## config.mk

```make
export PLATFORM = sky130hd
export DESIGN_NAME = adc_pad_scan_seq
export DESIGN_NICKNAME = d
export VERILOG_FILES = /design/src/rtl/adc_scan_pkg.sv /design/src/rtl/adc_scan_next_ch.sv /design/src/rtl/adc_pad_scan_seq.sv
export SDC_FILE = /design/constraint.sdc
export NUM_CORES = 1
export LEC_CHECK = 0
export BUFFER_PORTS_ARGS = -buffer_cell sky130_fd_sc_hd__buf_2
export CAP_MARGIN = 20
export CORE_ASPECT_RATIO = 0.75
export CORE_MARGIN = 2
export CORE_UTILIZATION = 35
export DETAILED_ROUTE_END_ITERATION = 8
export GPL_TIMING_DRIVEN = 0
export SETUP_SLACK_MARGIN = 0.2
export SLEW_MARGIN = 10
export SYNTH_ARGS = -nofsm -noshare
export SYNTH_HDL_FRONTEND = slang
export SYNTH_HIERARCHICAL = 1
export SYNTH_SLANG_ARGS = --single-unit
```

## constraint.sdc

```tcl
create_clock -name clk -period 9.7 [get_ports clk]
set_clock_uncertainty 0.05 [all_clocks]
set_input_delay 0.485 -clock clk [delete_from_list [all_inputs] [get_ports clk]]
set_output_delay 0.485 -clock clk [all_outputs]
set_load 0.02 [all_outputs]
```

## src/rtl/adc_scan_pkg.sv

```systemverilog
// Shared types, default widths and timing constants for the analog pad scan sequencer.
package adc_scan_pkg;

  localparam int unsigned DEF_NCH  = 8;
  localparam int unsigned DEF_DW   = 10;
  localparam int unsigned DEF_TOUT = 255;
  localparam int unsigned CNTW     = 8;

  typedef enum logic [2:0] {
    IDLE   = 3'd0,
    SETTLE = 3'd1,
    SAMPLE = 3'd2,
    CONV   = 3'd3,
    STORE  = 3'd4
  } scan_state_e;

  // Terminal count for a down-counting sample window; a zero length behaves as one cycle.
  function automatic logic [CNTW-1:0] smp_last(input logic [CNTW-1:0] smpcyc);
    return (smpcyc == '0) ? '0 : smpcyc - CNTW'(1);
  endfunction

endpackage

```

## src/rtl/adc_scan_next_ch.sv

```systemverilog
// Priority finder over the channel enable mask: next enabled index above ptr and lowest enabled index.
module adc_scan_next_ch #(
  parameter int unsigned NCH = 8,
  parameter int unsigned CHW = 3
) (
  input  logic [NCH-1:0] mask,
  input  logic [CHW-1:0] ptr,
  output logic [CHW-1:0] nxt_idx_c,
  output logic [CHW-1:0] low_idx_c,
  output logic           nxt_found_c
);

  // Descending scan so the last hit is the lowest qualifying index.
  always_comb begin
    nxt_idx_c   = '0;
    low_idx_c   = '0;
    nxt_found_c = 1'b0;
    for (int i = int'(NCH) - 1; i >= 0; i--) begin
      if (mask[i]) begin
        low_idx_c = CHW'(i);
        if (CHW'(i) > ptr) begin
          nxt_idx_c   = CHW'(i);
          nxt_found_c = 1'b1;
        end
      end
    end
  end

endmodule

```

## src/rtl/adc_pad_scan_seq.sv

```systemverilog
// Scan sequencer: connects enabled analog pads to the shared ADC node one at a time,
// with a break-before-make gap, a programmable sample window and timed-out conversions.
module adc_pad_scan_seq
  import adc_scan_pkg::*;
#(
  parameter int unsigned NCH  = DEF_NCH,
  parameter int unsigned CHW  = $clog2(NCH),
  parameter int unsigned DW   = DEF_DW,
  parameter int unsigned TOUT = DEF_TOUT
) (
  input  logic           clk,
  input  logic           resetb,
  input  logic           start,
  input  logic           abort,
  input  logic           cont,
  input  logic [NCH-1:0] chen,
  input  logic [7:0]     smpcyc,
  input  logic           convdone,
  input  logic [DW-1:0]  addata,
  output logic [NCH-1:0] adsel,
  output logic           smpl,
  output logic           convreq,
  output logic [DW-1:0]  result,
  output logic [CHW-1:0] resch,
  output logic           resvld,
  output logic           busy,
  output logic           err
);

  scan_state_e     state_q, state_d;
  logic [CHW-1:0]  ptr_q, ptr_d;
  logic [NCH-1:0]  mask_q, mask_d;
  logic [CNTW-1:0] scnt_q, scnt_d;
  logic [CNTW-1:0] tcnt_q, tcnt_d;

  logic [NCH-1:0]  adsel_d;
  logic            smpl_d;
  logic            convreq_d;
  logic [DW-1:0]   result_d;
  logic [CHW-1:0]  resch_d;
  logic            resvld_d;
  logic            busy_d;
  logic            err_d;

  logic [NCH-1:0]  fmask;
  logic [CHW-1:0]  nxt_idx_c;
  logic [CHW-1:0]  low_idx_c;
  logic            nxt_found_c;

  // In IDLE the finder looks at the live mask for START; otherwise at the latched scan mask.
  assign fmask = (state_q == IDLE) ? chen : mask_q;

  adc_scan_next_ch #(
    .NCH (NCH),
    .CHW (CHW)
  ) u_next_ch (
    .mask        (fmask),
    .ptr         (ptr_q),
    .nxt_idx_c   (nxt_idx_c),
    .low_idx_c   (low_idx_c),
    .nxt_found_c (nxt_found_c)
  );

  // Next-state, counters and result capture; ABORT overrides everything.
  always_comb begin
    state_d  = state_q;
    ptr_d    = ptr_q;
    mask_d   = mask_q;
    scnt_d   = scnt_q;
    tcnt_d   = tcnt_q;
    result_d = result;
    resch_d  = resch;
    err_d    = err;

    if (abort) begin
      state_d = IDLE;
    end else begin
      unique case (state_q)
        IDLE: begin
          if (start && (chen != '0)) begin
            state_d = SETTLE;
            mask_d  = chen;
            ptr_d   = low_idx_c;
            err_d   = 1'b0;
          end
        end
        SETTLE: begin
          state_d = SAMPLE;
          scnt_d  = smp_last(smpcyc);
        end
        SAMPLE: begin
          if (scnt_q == '0) begin
            state_d = CONV;
            tcnt_d  = '0;
          end else begin
            scnt_d = scnt_q - CNTW'(1);
          end
        end
        CONV: begin
          if (convdone) begin
            state_d  = STORE;
            result_d = addata;
            resch_d  = ptr_q;
          end else if (tcnt_q == CNTW'(TOUT - 1)) begin
            state_d = IDLE;
            err_d   = 1'b1;
          end else begin
            tcnt_d = tcnt_q + CNTW'(1);
          end
        end
        STORE: begin
          if (nxt_found_c) begin
            state_d = SETTLE;
            ptr_d   = nxt_idx_c;
          end else if (cont) begin
            state_d = SETTLE;
            ptr_d   = low_idx_c;
          end else begin
            state_d = IDLE;
          end
        end
        default: state_d = IDLE;
      endcase
    end
  end

  // Pad controls are decoded from the upcoming state so they switch on the state edge.
  always_comb begin
    adsel_d   = '0;
    smpl_d    = 1'b0;
    convreq_d = 1'b0;
    resvld_d  = 1'b0;
    busy_d    = 1'b0;
    if (state_d == SAMPLE) begin
      adsel_d = NCH'(1) << ptr_d;
      smpl_d  = 1'b1;
    end
    convreq_d = (state_d == CONV) && (state_q != CONV);
    resvld_d  = (state_d == STORE);
    busy_d    = (state_d != IDLE);
  end

  always_ff @(posedge clk or negedge resetb) begin
    if (!resetb) begin
      state_q <= IDLE;
      ptr_q   <= '0;
      mask_q  <= '0;
      scnt_q  <= '0;
      tcnt_q  <= '0;
      adsel   <= '0;
      smpl    <= 1'b0;
      convreq <= 1'b0;
      result  <= '0;
      resch   <= '0;
      resvld  <= 1'b0;
      busy    <= 1'b0;
      err     <= 1'b0;
    end else begin
      state_q <= state_d;
      ptr_q   <= ptr_d;
      mask_q  <= mask_d;
      scnt_q  <= scnt_d;
      tcnt_q  <= tcnt_d;
      adsel   <= adsel_d;
      smpl    <= smpl_d;
      convreq <= convreq_d;
      result  <= result_d;
      resch   <= resch_d;
      resvld  <= resvld_d;
      busy    <= busy_d;
      err     <= err_d;
    end
  end

endmodule

```

==> impl_metrics.env, run 1 <==
export IMPL_place_congestion=0.845
export IMPL_nets=412
export IMPL_io_pins=58
export IMPL_hp_class="input pin to async pin"
export IMPL_vias_per_cell=5.32
export IMPL_chipWidth_um=114
export IMPL_criticalPathCategory="flop to flop"
export IMPL_track_usage_pct=15.4
export IMPL_fin_ws_ps=5810
export IMPL_grt_pass1_vias=2431
export IMPL_synth_commonest_cells="56 x dfrtp_1, 30 x mux2_2, 23 x nor2_1"
export IMPL_worst_setup_path_end_kind="flop"
export IMPL_clkTransAtPathRegs_ps=70
export IMPL_pre_cts_ws_ps=5430
export IMPL_cts_sinks=56
export IMPL_cts_root_buf="clkbuf_16"
export IMPL_p_switching_mw=0.293
export IMPL_clock_latency_ps=290
export IMPL_setup_viol=0
export IMPL_cts_hold_buf=0
export IMPL_synth_top_family_by_area="compound AO/OA/AOI/OAI gates"
export IMPL_synth_xor_area_share_pct=1.67
export IMPL_first_pass_iters=4
export IMPL_crit_fanout=10
export IMPL_clock_path_buffers=2
export IMPL_via_count=2580
export IMPL_totalWireLength_mm=7.29
export IMPL_intPower_mw=0.541
export IMPL_drtAntennaViolNets=0
export IMPL_ys_async_sr_fraction_pct=100
export IMPL_grt_pass1_wl_mm=11.9
export IMPL_port_buffers=57
export IMPL_slew_viol_final=0
export IMPL_synth_area_top_cells="dfrtp_1 44%, mux2_2 11%, nor3_1 3.3%"
export IMPL_syn_area_sq_mm=0.00315
export IMPL_post_cts_buffers=0
export IMPL_drive_gt1_share_pct=33.4
export IMPL_ctsResizeCount=0
export IMPL_yosys_most_used_dff="dfrtp_1"
export IMPL_arrival_ps=4030
export IMPL_max_cap_violations=0
export IMPL_vdd_drop_max_mv=0.0966
export IMPL_hold_viol_final=0
export IMPL_diodes=0
export IMPL_sw_frac_of_total_pct=35.2
export IMPL_hpwlAfterDp_mm=5.65
export IMPL_max_slew_margin_pct=56.3
export IMPL_cts_inserted_buffers=5
export IMPL_yosysTopAreaCellShare_pct=44.5
export IMPL_ys_ff_latch=56
export IMPL_yosys_warnings=6
export IMPL_synth_adder_area_share_pct=1.59
export IMPL_finalCritPeriodShare_pct=40.2
export IMPL_synthesis_instances=309
export IMPL_p_per_area_mw_per_mm2=219
export IMPL_clockPowerShare_pct=25.0
export IMPL_syn_nets=345
export IMPL_coreArea_sq_mm=0.00860
export IMPL_synth_edf_count=0
export IMPL_wire_per_inst_um=15.0
export IMPL_cts_tree="done"
export IMPL_status="complete, no violations"
export IMPL_synth_mux_area_share_pct=11.5
export IMPL_tns_ps=0
export IMPL_die_area_sq_mm=0.00978
export IMPL_h_tree_depth=2
export IMPL_synth_top_area_cell="dfrtp_1"
export IMPL_synth_compound_area_share_pct=19.7
export IMPL_fin_crit_ps=3890
export IMPL_worstMarginPinSlew_ps=654
export IMPL_synth_cell_types=61
export IMPL_ys_seq_area_share_pct=44.5
export IMPL_num_rows=29
export IMPL_grt_overflow=0
export IMPL_fillers=821
export IMPL_p_seq_share_pct=41.1
export IMPL_area_growth_synth_to_final_pct=20.7
export IMPL_startpoint_type="flop"
export IMPL_synth_simple_gate_area_share_pct=17.8
export IMPL_synth_most_common_cell="dfrtp_1"
export IMPL_antenna_found_initial=0
export IMPL_comb_power_share_pct=33.9
export IMPL_max_freq_mhz=257
export IMPL_crit_required_ps=9830
export IMPL_hold_ws_ps=52.8
export IMPL_drtIter0Drc=107
export IMPL_die_y_um=86.2
export IMPL_drc=0
export IMPL_grt_max_degree=23
export IMPL_p_leak_nw=1.80
export IMPL_start_util_pct=36.6
export IMPL_avgSynthCellArea_sq_um=10.2
export IMPL_rsz0062_at_grt="false"
==> registers in the layout (all words and copies together), names as in the netlist <==
signal	count
result	10
adsel	8
mask_q	8
scnt_q	8
tcnt_q	8
ptr_q	3
resch	3
state_q	3
busy	1
convreq	1
err	1
resvld	1
smpl	1
==> layout by cell type (no fill, tap or decap), types with 3 or more instances in the layout <==
cell       Yosys  final
nand2b_1       4      4
a32o_1         3      3
nor2_1        23     23
clkbuf_1       4      4
nand2_1       18     18
o211a_1        3      3
dfrtp_1       56     56
buf_2          5     63
mux2_2        30     30
and2_1         3      3
o2111ai_1      3      3
o21ai_0       17     17
o21bai_1       4      4
o22a_1         6      6
or4_1          4      4
nor2b_1        4      4
ha_1           4      4
xor2_1         3      3
or2_2          4      4
o31ai_1        3      3
nor3_1        21     21
xnor2_1        3      3
inv_1         10     10
a21oi_1       16     16
inv_2          3      3
a22oi_1        3      3
clkbuf_16      0      5
nand3b_1       3      3
nand3_1        5      5
==> worst max-delay path, stage by stage, from the launching register on <==
cell      delay, ps
dfrtp_1         450
clkbuf_1        260
nor3_1          290
buf_2           270
mux2_2          420
nor2b_1         150
o21bai_1        150
a21oi_1         110
nand3b_1        280
or3b_2          540
a31oi_1         220
nand3_2         130
nand2_4         150
mux2_4          300
==> kinds of logic after synthesis <==
family	count (synthesis)
fa+ha+maj	4
buf+inv	24
flops	56
simple gates	104
mux	32
compound gates	83
xor+xnor	6
==> path summary, 6_finish.rpt <==
kind	startpoint	endpoint	slack, ps	cells past startpoint
max reg2reg	state_q[2]	tcnt_q[1]	5810	13
min	resetb	result[1]	50	1
max	state_q[2]	tcnt_q[1]	5810	13
min reg2reg	resch[0]	resch[0]	450	1
max in group asynchronous	resetb	mask_q[5]	8930	3
min in group clk	addata[5]	result[5]	370	2
==> cell type report <==
class	count	area [sq um]	share of cell area, %
repair buffers	60	345	9.08
clock inverters	3	46.3	1.22
plain buffers	11	55.1	1.45
inverters	13	48.8	1.28
flip-flops and latches	56	1400	36.9
clock buffers	5	125	3.29
multi-input cells	229	1650	43.3
well taps	108	135	3.55
==> power groups by stage <==
stage	Clock [mW]	Sequential, mW	Combinational (mW)
floorplan	0	0.361	0.178
global placement	0	0.343	0.273
detailed placement	0	0.347	0.282
CTS	0.216	0.343	0.283
global route	0.226	0.353	0.310
finish	0.208	0.343	0.283
==> routing by layer <==
| metal | GRT usage, % | up-vias | share of wire (%) |
|---|---|---|---|
| li1 | - | 1274 | - |
| met2 | 21.9 | 57 | 42 |
| met1 | 23.0 | 1243 | 52 |
| met3 | 3.53 | 6 | 5.0 |
| met4 | 4.88 | 0 | 1.3 |
| met5 | 0 | - | 0 |
==> stage by stage <==
stage	power (mW)	instance area, sq um	util (%)	std cells
4_1_cts	0.842	3800	44.2	484
3_5_place_dp	0.629	3630	42.2	476
6_report	0.834	3800	44.2	485
5_1_grt	0.889	3800	44.2	485
2_1_floorplan	0.540	3150	-	309
3_3_place_gp	0.617	3570	41.5	474
Note: power is estimated with default switching activity, not from simulation.
==> run 2, diff against run 1 <==
--- a/config.mk
+++ b/config.mk
@@ -5,6 +5,7 @@
 export SDC_FILE = /design/constraint.sdc
 export NUM_CORES = 1
 export LEC_CHECK = 0
+export ABC_AREA = 1
 export BUFFER_PORTS_ARGS = -buffer_cell sky130_fd_sc_hd__buf_2
 export CAP_MARGIN = 20
 export CORE_ASPECT_RATIO = 0.75
==> constraint.sdc (replaced) <==
create_clock -name clk -period 3.48 [get_ports clk]
set_clock_uncertainty 0.05 [all_clocks]
set_input_delay 0.174 -clock clk [delete_from_list [all_inputs] [get_ports clk]]
set_output_delay 0.174 -clock clk [all_outputs]
set_load 0.02 [all_outputs]
==> impl_metrics.env, run 2 <==
export IMPL_slew_viol_final=0
export IMPL_wire_per_inst_um=11.8
export IMPL_cts_sinks=56
export IMPL_area_growth_synth_to_final_pct=19.1
export IMPL_reg2reg_from="state_q[0]"
export IMPL_final_common_cell="nand2_1"
export IMPL_final_core_util_pct=42.4
export IMPL_synth_area_top_cells="dfrtp_1 44%, nand2_1 16%, inv_1 6.9%"
export IMPL_sw_frac_of_total_pct=35.2
export IMPL_port_buffers=55
export IMPL_num_rows=30
export IMPL_worst_setup_path_end_kind="flop"
export IMPL_ys_seq_area_share_pct=44.3
export IMPL_syn_nets=469
export IMPL_max_freq_mhz=348
export IMPL_via_count=2855
export IMPL_antenna_found_initial=0
export IMPL_tns_ps=0
export IMPL_p_per_area_mw_per_mm2=542
export IMPL_criticalPathCategory="flop to flop"
export IMPL_die_y_um=86.3
export IMPL_ys_ff_latch=56
export IMPL_crit_fanout=10
export IMPL_nets=532
export IMPL_worstMarginPinSlew_ps=713
export IMPL_rsz0062_at_grt="false"
export IMPL_clockPowerShare_pct=28.5
export IMPL_crit_required_ps=3620
export IMPL_hold_ws_ps=26.5
export IMPL_cts_root_buf="clkbuf_16"
export IMPL_grt_pass1_vias=2587
export IMPL_largest_register="result"
export IMPL_vias_per_cell=4.69
export IMPL_status="complete, no violations"
export IMPL_drtAntennaViolNets=0
export IMPL_totalWireLength_mm=7.18
export IMPL_clock_latency_ps=290
export IMPL_synth_edf_count=0
export IMPL_avgSynthCellArea_sq_um=7.30
export IMPL_final_cell_mix="136 x nand2_1, 58 x inv_1, 58 x buf_2"
export IMPL_setup_worst_path_end="adsel[2]"
export IMPL_drtIter0Drc=106
export IMPL_diodes=0
export IMPL_critPathLaunch="state_q[0]"
export IMPL_yosysTopAreaCellShare_pct=44.3
export IMPL_arrival_ps=3010
export IMPL_synthesis_instances=433
export IMPL_track_usage_pct=15.2
export IMPL_syn_area_sq_mm=0.00316
export IMPL_synth_top_area_cell="dfrtp_1"
export IMPL_vdd_drop_max_mv=0.227
export IMPL_yosys_most_used_dff="dfrtp_1"
export IMPL_drc=0
export IMPL_start_util_pct=35.6
export IMPL_coreArea_sq_mm=0.00890
export IMPL_synth_commonest_cells="136 x nand2_1, 58 x inv_1, 56 x dfrtp_1"
export IMPL_clkTransAtPathRegs_ps=70
export IMPL_p_seq_share_pct=42.1
export IMPL_hold_viol_final=0
export IMPL_cts_tree="done"
export IMPL_startpoint_type="flop"
export IMPL_ys_async_sr_fraction_pct=100
export IMPL_die_area_sq_mm=0.00982
export IMPL_yosys_warnings=6
export IMPL_setup_viol=0
export IMPL_cts_inserted_buffers=5
export IMPL_hpwlAfterDp_mm=5.42
export IMPL_p_leak_nw=2.03
export IMPL_fin_crit_ps=2880
export IMPL_intPower_mw=1.32
export IMPL_finalCritPeriodShare_pct=82.6
export IMPL_post_cts_buffers=0
export IMPL_place_congestion=0.851
export IMPL_max_slew_margin_pct=52.5
export IMPL_grt_overflow=0
export IMPL_max_cap_violations=0
export IMPL_io_pins=58
export IMPL_fillers=928
export IMPL_grt_pass1_wl_mm=11.9
export IMPL_first_pass_iters=4
export IMPL_drive_gt1_share_pct=18.5
export IMPL_largest_reg_flops=10
export IMPL_hp_start="addata[4]"
export IMPL_p_switching_mw=0.719
export IMPL_grt_max_degree=57
export IMPL_comb_power_share_pct=29.4
export IMPL_h_tree_depth=2
export IMPL_r2r_cells=18
export IMPL_multi_input_area_sq_mm=0.00150
export IMPL_register_area_sq_mm=0.00140
export IMPL_synth_most_common_cell="nand2_1"
export IMPL_synth_cell_types=35
export IMPL_clock_path_buffers=2
export IMPL_chipWidth_um=114
export IMPL_reg2reg_to="adsel[2]"
export IMPL_hp_class="input pin to flop"
export IMPL_rrSetupSlack_ps=600
-- run 2: cell count changes after synthesis, sizes merged, moves of 5 or more --
cell,before,now
nand2,19,137
or4,5,0
a22oi,5,0
xor2,3,11
nor3,22,9
a31oi,2,7
nor2,23,48
inv,13,62
o22a,6,0
a21oi,16,5
o21ai,19,38
nand3,7,29
mux2,31,0
-- run 2: power by group through the flow --
stage,logic (mW),registers (mW),clock network (mW)
after detailed placement,0.595,0.870,0
after floorplan,0.374,0.908,0
after global placement,0.579,0.867,0
after global routing,0.686,0.876,0.633
final,0.600,0.860,0.583
after CTS,0.596,0.860,0.597
-- run 2: what timing repair did --
item / CTS / global route
hold buffers: 1 / 0
gates resized for setup: 0 / 10
setup endpoints to repair: 0 / 8
hold endpoints to repair: 56 / 0
-- run 2: area by class of cell --
| type | instances | share of cell area (%) |
|---|---|---|
| Multi-Input combinational cell | 307 | 39.8 |
| Clock buffer | 6 | 3.42 |
| Timing Repair Buffer | 56 | 7.64 |
| Buffer | 8 | 1.06 |
| Clock inverter | 2 | 1.03 |
| Tap cell | 112 | 3.72 |
| Sequential cell | 56 | 37.2 |
| Inverter | 62 | 6.18 |
-- run 2: cell families (layout without fill, tap and decap cells) --
kind of cell	after synthesis	in the layout	share of synthesized area (%)
and+or+nand+nor	235	235	32.5
adders and majority gates	4	4	1.58
xor gates and xnor gates	12	12	3.32
DFF	56	56	44.3
AOI/OAI and AO/OA	56	56	9.69
buffers and inverters	70	134	8.58
-- run 2: critical path, stage by stage, from the launching register on --
cell       delay, ps
dfrtp_1          380
inv_1             90
nand2_2          110
nor2_4           180
inv_1            160
clkbuf_2         220
o21ai_1          310
nand3_2          120
and2_4           180
nand3_2          120
inv_1            110
nand3b_1         100
o2111ai_1        120
nand2_1          110
nand2_1           50
nand2_1          130
inv_1             70
nand2_1           90
nor2_1            50
-- run 2: metal layers --
layer  wire [um]  vias to the layer above  global-route usage [%]
met3         268                       11                    3.01
li1            -                     1489                       -
met1        3610                     1307                    21.7
met2        3190                       48                    23.4
met4         118                        0                    4.66
met5           0                        -                       0
-- run 2: worst min-delay path by stage --
stage | endpoint | slack [ps] | cells past startpoint
2_1_floorplan | adsel[0] | -170 | 0
3_3_place_gp | result[0] | 330 | 3
3_5_place_dp | adsel[0] | 240 | 1
4_1_cts | result[5] | 20 | 3
5_1_grt | result[4] | 30 | 3
6_report | result[4] | 30 | 3
-- run 2: stage by stage --
step,cell area (sq um),setup slack (ps),cells,power (mW)
global placement,3580,482,600,1.45
finish,3770,604,609,2.04
floorplan,3160,946,433,1.28
CTS,3760,384,609,2.05
detailed placement,3580,407,600,1.47
global route,3770,283,609,2.19
==> run 3, diff against run 2 <==
==> constraint.sdc (replaced) <==
create_clock -name clk -period 2.7 [get_ports clk]
set_clock_uncertainty 0.05 [all_clocks]
set_input_delay 0.135 -clock clk [delete_from_list [all_inputs] [get_ports clk]]
set_output_delay 0.135 -clock clk [all_outputs]
set_load 0.02 [all_outputs]
==> impl_metrics.env, run 3 (synthesis gave the netlist of run 2 again) <==
export IMPL_p_per_area_mw_per_mm2=677
export IMPL_fin_crit_ps=2420
export IMPL_pre_cts_ws_ps=-285
export IMPL_cts_inserted_buffers=5
export IMPL_worstMarginPinSlew_ps=703
export IMPL_grt_max_degree=57
export IMPL_die_y_um=86.3
export IMPL_fin_ws_ps=280
export IMPL_startpoint_type="flop"
export IMPL_via_count=2970
export IMPL_cts_root_buf="clkbuf_16"
export IMPL_finalCritPeriodShare_pct=89.6
export IMPL_vdd_drop_max_mv=0.292
export IMPL_hpwlAfterDp_mm=5.38
export IMPL_final_common_cell="nand2_1"
export IMPL_fillers=887
export IMPL_largest_register="result"
export IMPL_num_rows=30
export IMPL_drive_gt1_share_pct=27.4
export IMPL_diodes=0
export IMPL_status="complete, no violations"
export IMPL_drtAntennaViolNets=0
export IMPL_io_pins=58
export IMPL_grt_pass1_wl_mm=12.6
export IMPL_totalWireLength_mm=7.53
export IMPL_antenna_found_initial=0
export IMPL_wire_per_inst_um=12.0
export IMPL_drtIter0Drc=151
export IMPL_rsz0062_at_grt="true"
export IMPL_final_cell_mix="125 x nand2_1, 58 x buf_2, 56 x dfrtp_1"
export IMPL_setup_viol=0
export IMPL_port_buffers=55
export IMPL_clkTransAtPathRegs_ps=70
export IMPL_coreArea_sq_mm=0.00890
export IMPL_area_growth_synth_to_final_pct=32.4
export IMPL_p_leak_nw=2.17
export IMPL_nets=553
export IMPL_track_usage_pct=15.8
export IMPL_clock_latency_ps=300
export IMPL_hold_viol_final=0
export IMPL_largest_reg_flops=10
export IMPL_drc=0
export IMPL_max_slew_margin_pct=53.1
export IMPL_chipWidth_um=114
export IMPL_grt_overflow=0
export IMPL_clock_path_buffers=2
export IMPL_rrSetupSlack_ps=280
export IMPL_hp_class="input pin to flop"
export IMPL_cts_sinks=56
export IMPL_max_cap_violations=0
export IMPL_criticalPathCategory="flop to flop"
export IMPL_vias_per_cell=4.71
export IMPL_arrival_ps=2560
export IMPL_die_area_sq_mm=0.00982
export IMPL_place_congestion=0.866
export IMPL_crit_fanout=8
export IMPL_cts_tree="done"
export IMPL_first_pass_iters=4
export IMPL_start_util_pct=35.6
export IMPL_dp_cells=600
export IMPL_worst_setup_path_end_kind="flop"
export IMPL_fin_cells=630
export IMPL_grt_pass1_vias=2752
export IMPL_h_tree_depth=2
export IMPL_slew_viol_final=0
export IMPL_crit_required_ps=2840
export IMPL_max_freq_mhz=413
## run 3: changes by cell type in the layout (fill, tap and decap cells not counted), moves of 6 or more
cell | previous run | this run
buf_4 | 2 | 13
dlygate4sd3_1 | 1 | 10
inv_1 | 58 | 51
nand2_1 | 136 | 125
nand2_2 | 1 | 10
nor2_1 | 42 | 35
o21ai_4 | 0 | 6
## run 3: final cells by class
class,instances,area (sq um),share of cell area (%)
multi-input cells,307,1700,40.6
flip-flops and latches,56,1400,33.5
repair buffers,77,485,11.6
inverters,62,238,5.68
well taps,112,140,3.35
clock buffers,6,129,3.08
plain buffers,8,55.1,1.31
clock inverters,2,38.8,0.926
## run 3: final timing paths
path                            start        end  cells after the start
setup / recovery           state_q[0]   adsel[4]                     21
hold / removal              addata[5]  result[5]                      3
setup reg to reg           state_q[0]   adsel[4]                     21
hold reg to reg             result[1]  result[1]                      2
max in group asynchronous      resetb  tcnt_q[1]                      2
min in group asynchronous      resetb  mask_q[3]                      2
## run 3: repair_timing
action	4_1_cts	5_1_grt
resized for setup	23	48
buffers inserted	4	7
hold endpoints to repair	65	0
cloned	0	1
setup endpoints to repair	14	14
pin swaps	7	16
hold buffers	10	0
## run 3: where the power goes
group          switching [mW]  total (mW)  internal (mW)
Combinational           0.604       0.979          0.375
Sequential              0.112        1.11          0.996
Clock                   0.308       0.751          0.442
## run 3: critical path: stages (launching register included)
cell and delay (ps):
dfrtp_1 390, inv_2 80, nand2_4 70, nor2_4 130, inv_4 80, buf_12 140, o21ai_4 170, inv_2 60
nor2_1 90, inv_1 80, nand2_2 90, nor2_4 50, nand3_4 100, inv_4 50, nand3b_1 80, o2111ai_1 120
nand2_1 100, nand2_1 60, nand2_2 100, inv_1 70, nand2_1 110, nor2_2 50
## run 3: metal layers
layer  GRT usage (%)  part of all wire, %  wire (um)
met1            22.3                   50       3740
met2            25.6                   46       3440
met3            2.80                  3.4        259
met4            3.55                  1.2         89
met5               0                    0          0
## run 3: metrics by stage
step	hold slack [ps]	setup TNS [ps]	instance area [sq um]	power, mW	utilization, %
after global placement	287	-1630	3580	1.87	40.2
final	11.4	0	4190	2.84	47.1
after global routing	17.7	0	4190	3.03	47.1
after detailed placement	197	-2330	3580	1.89	40.3
after floorplan	-211	0	3160	1.65	-
after CTS	10.4	0	3940	2.70	44.2
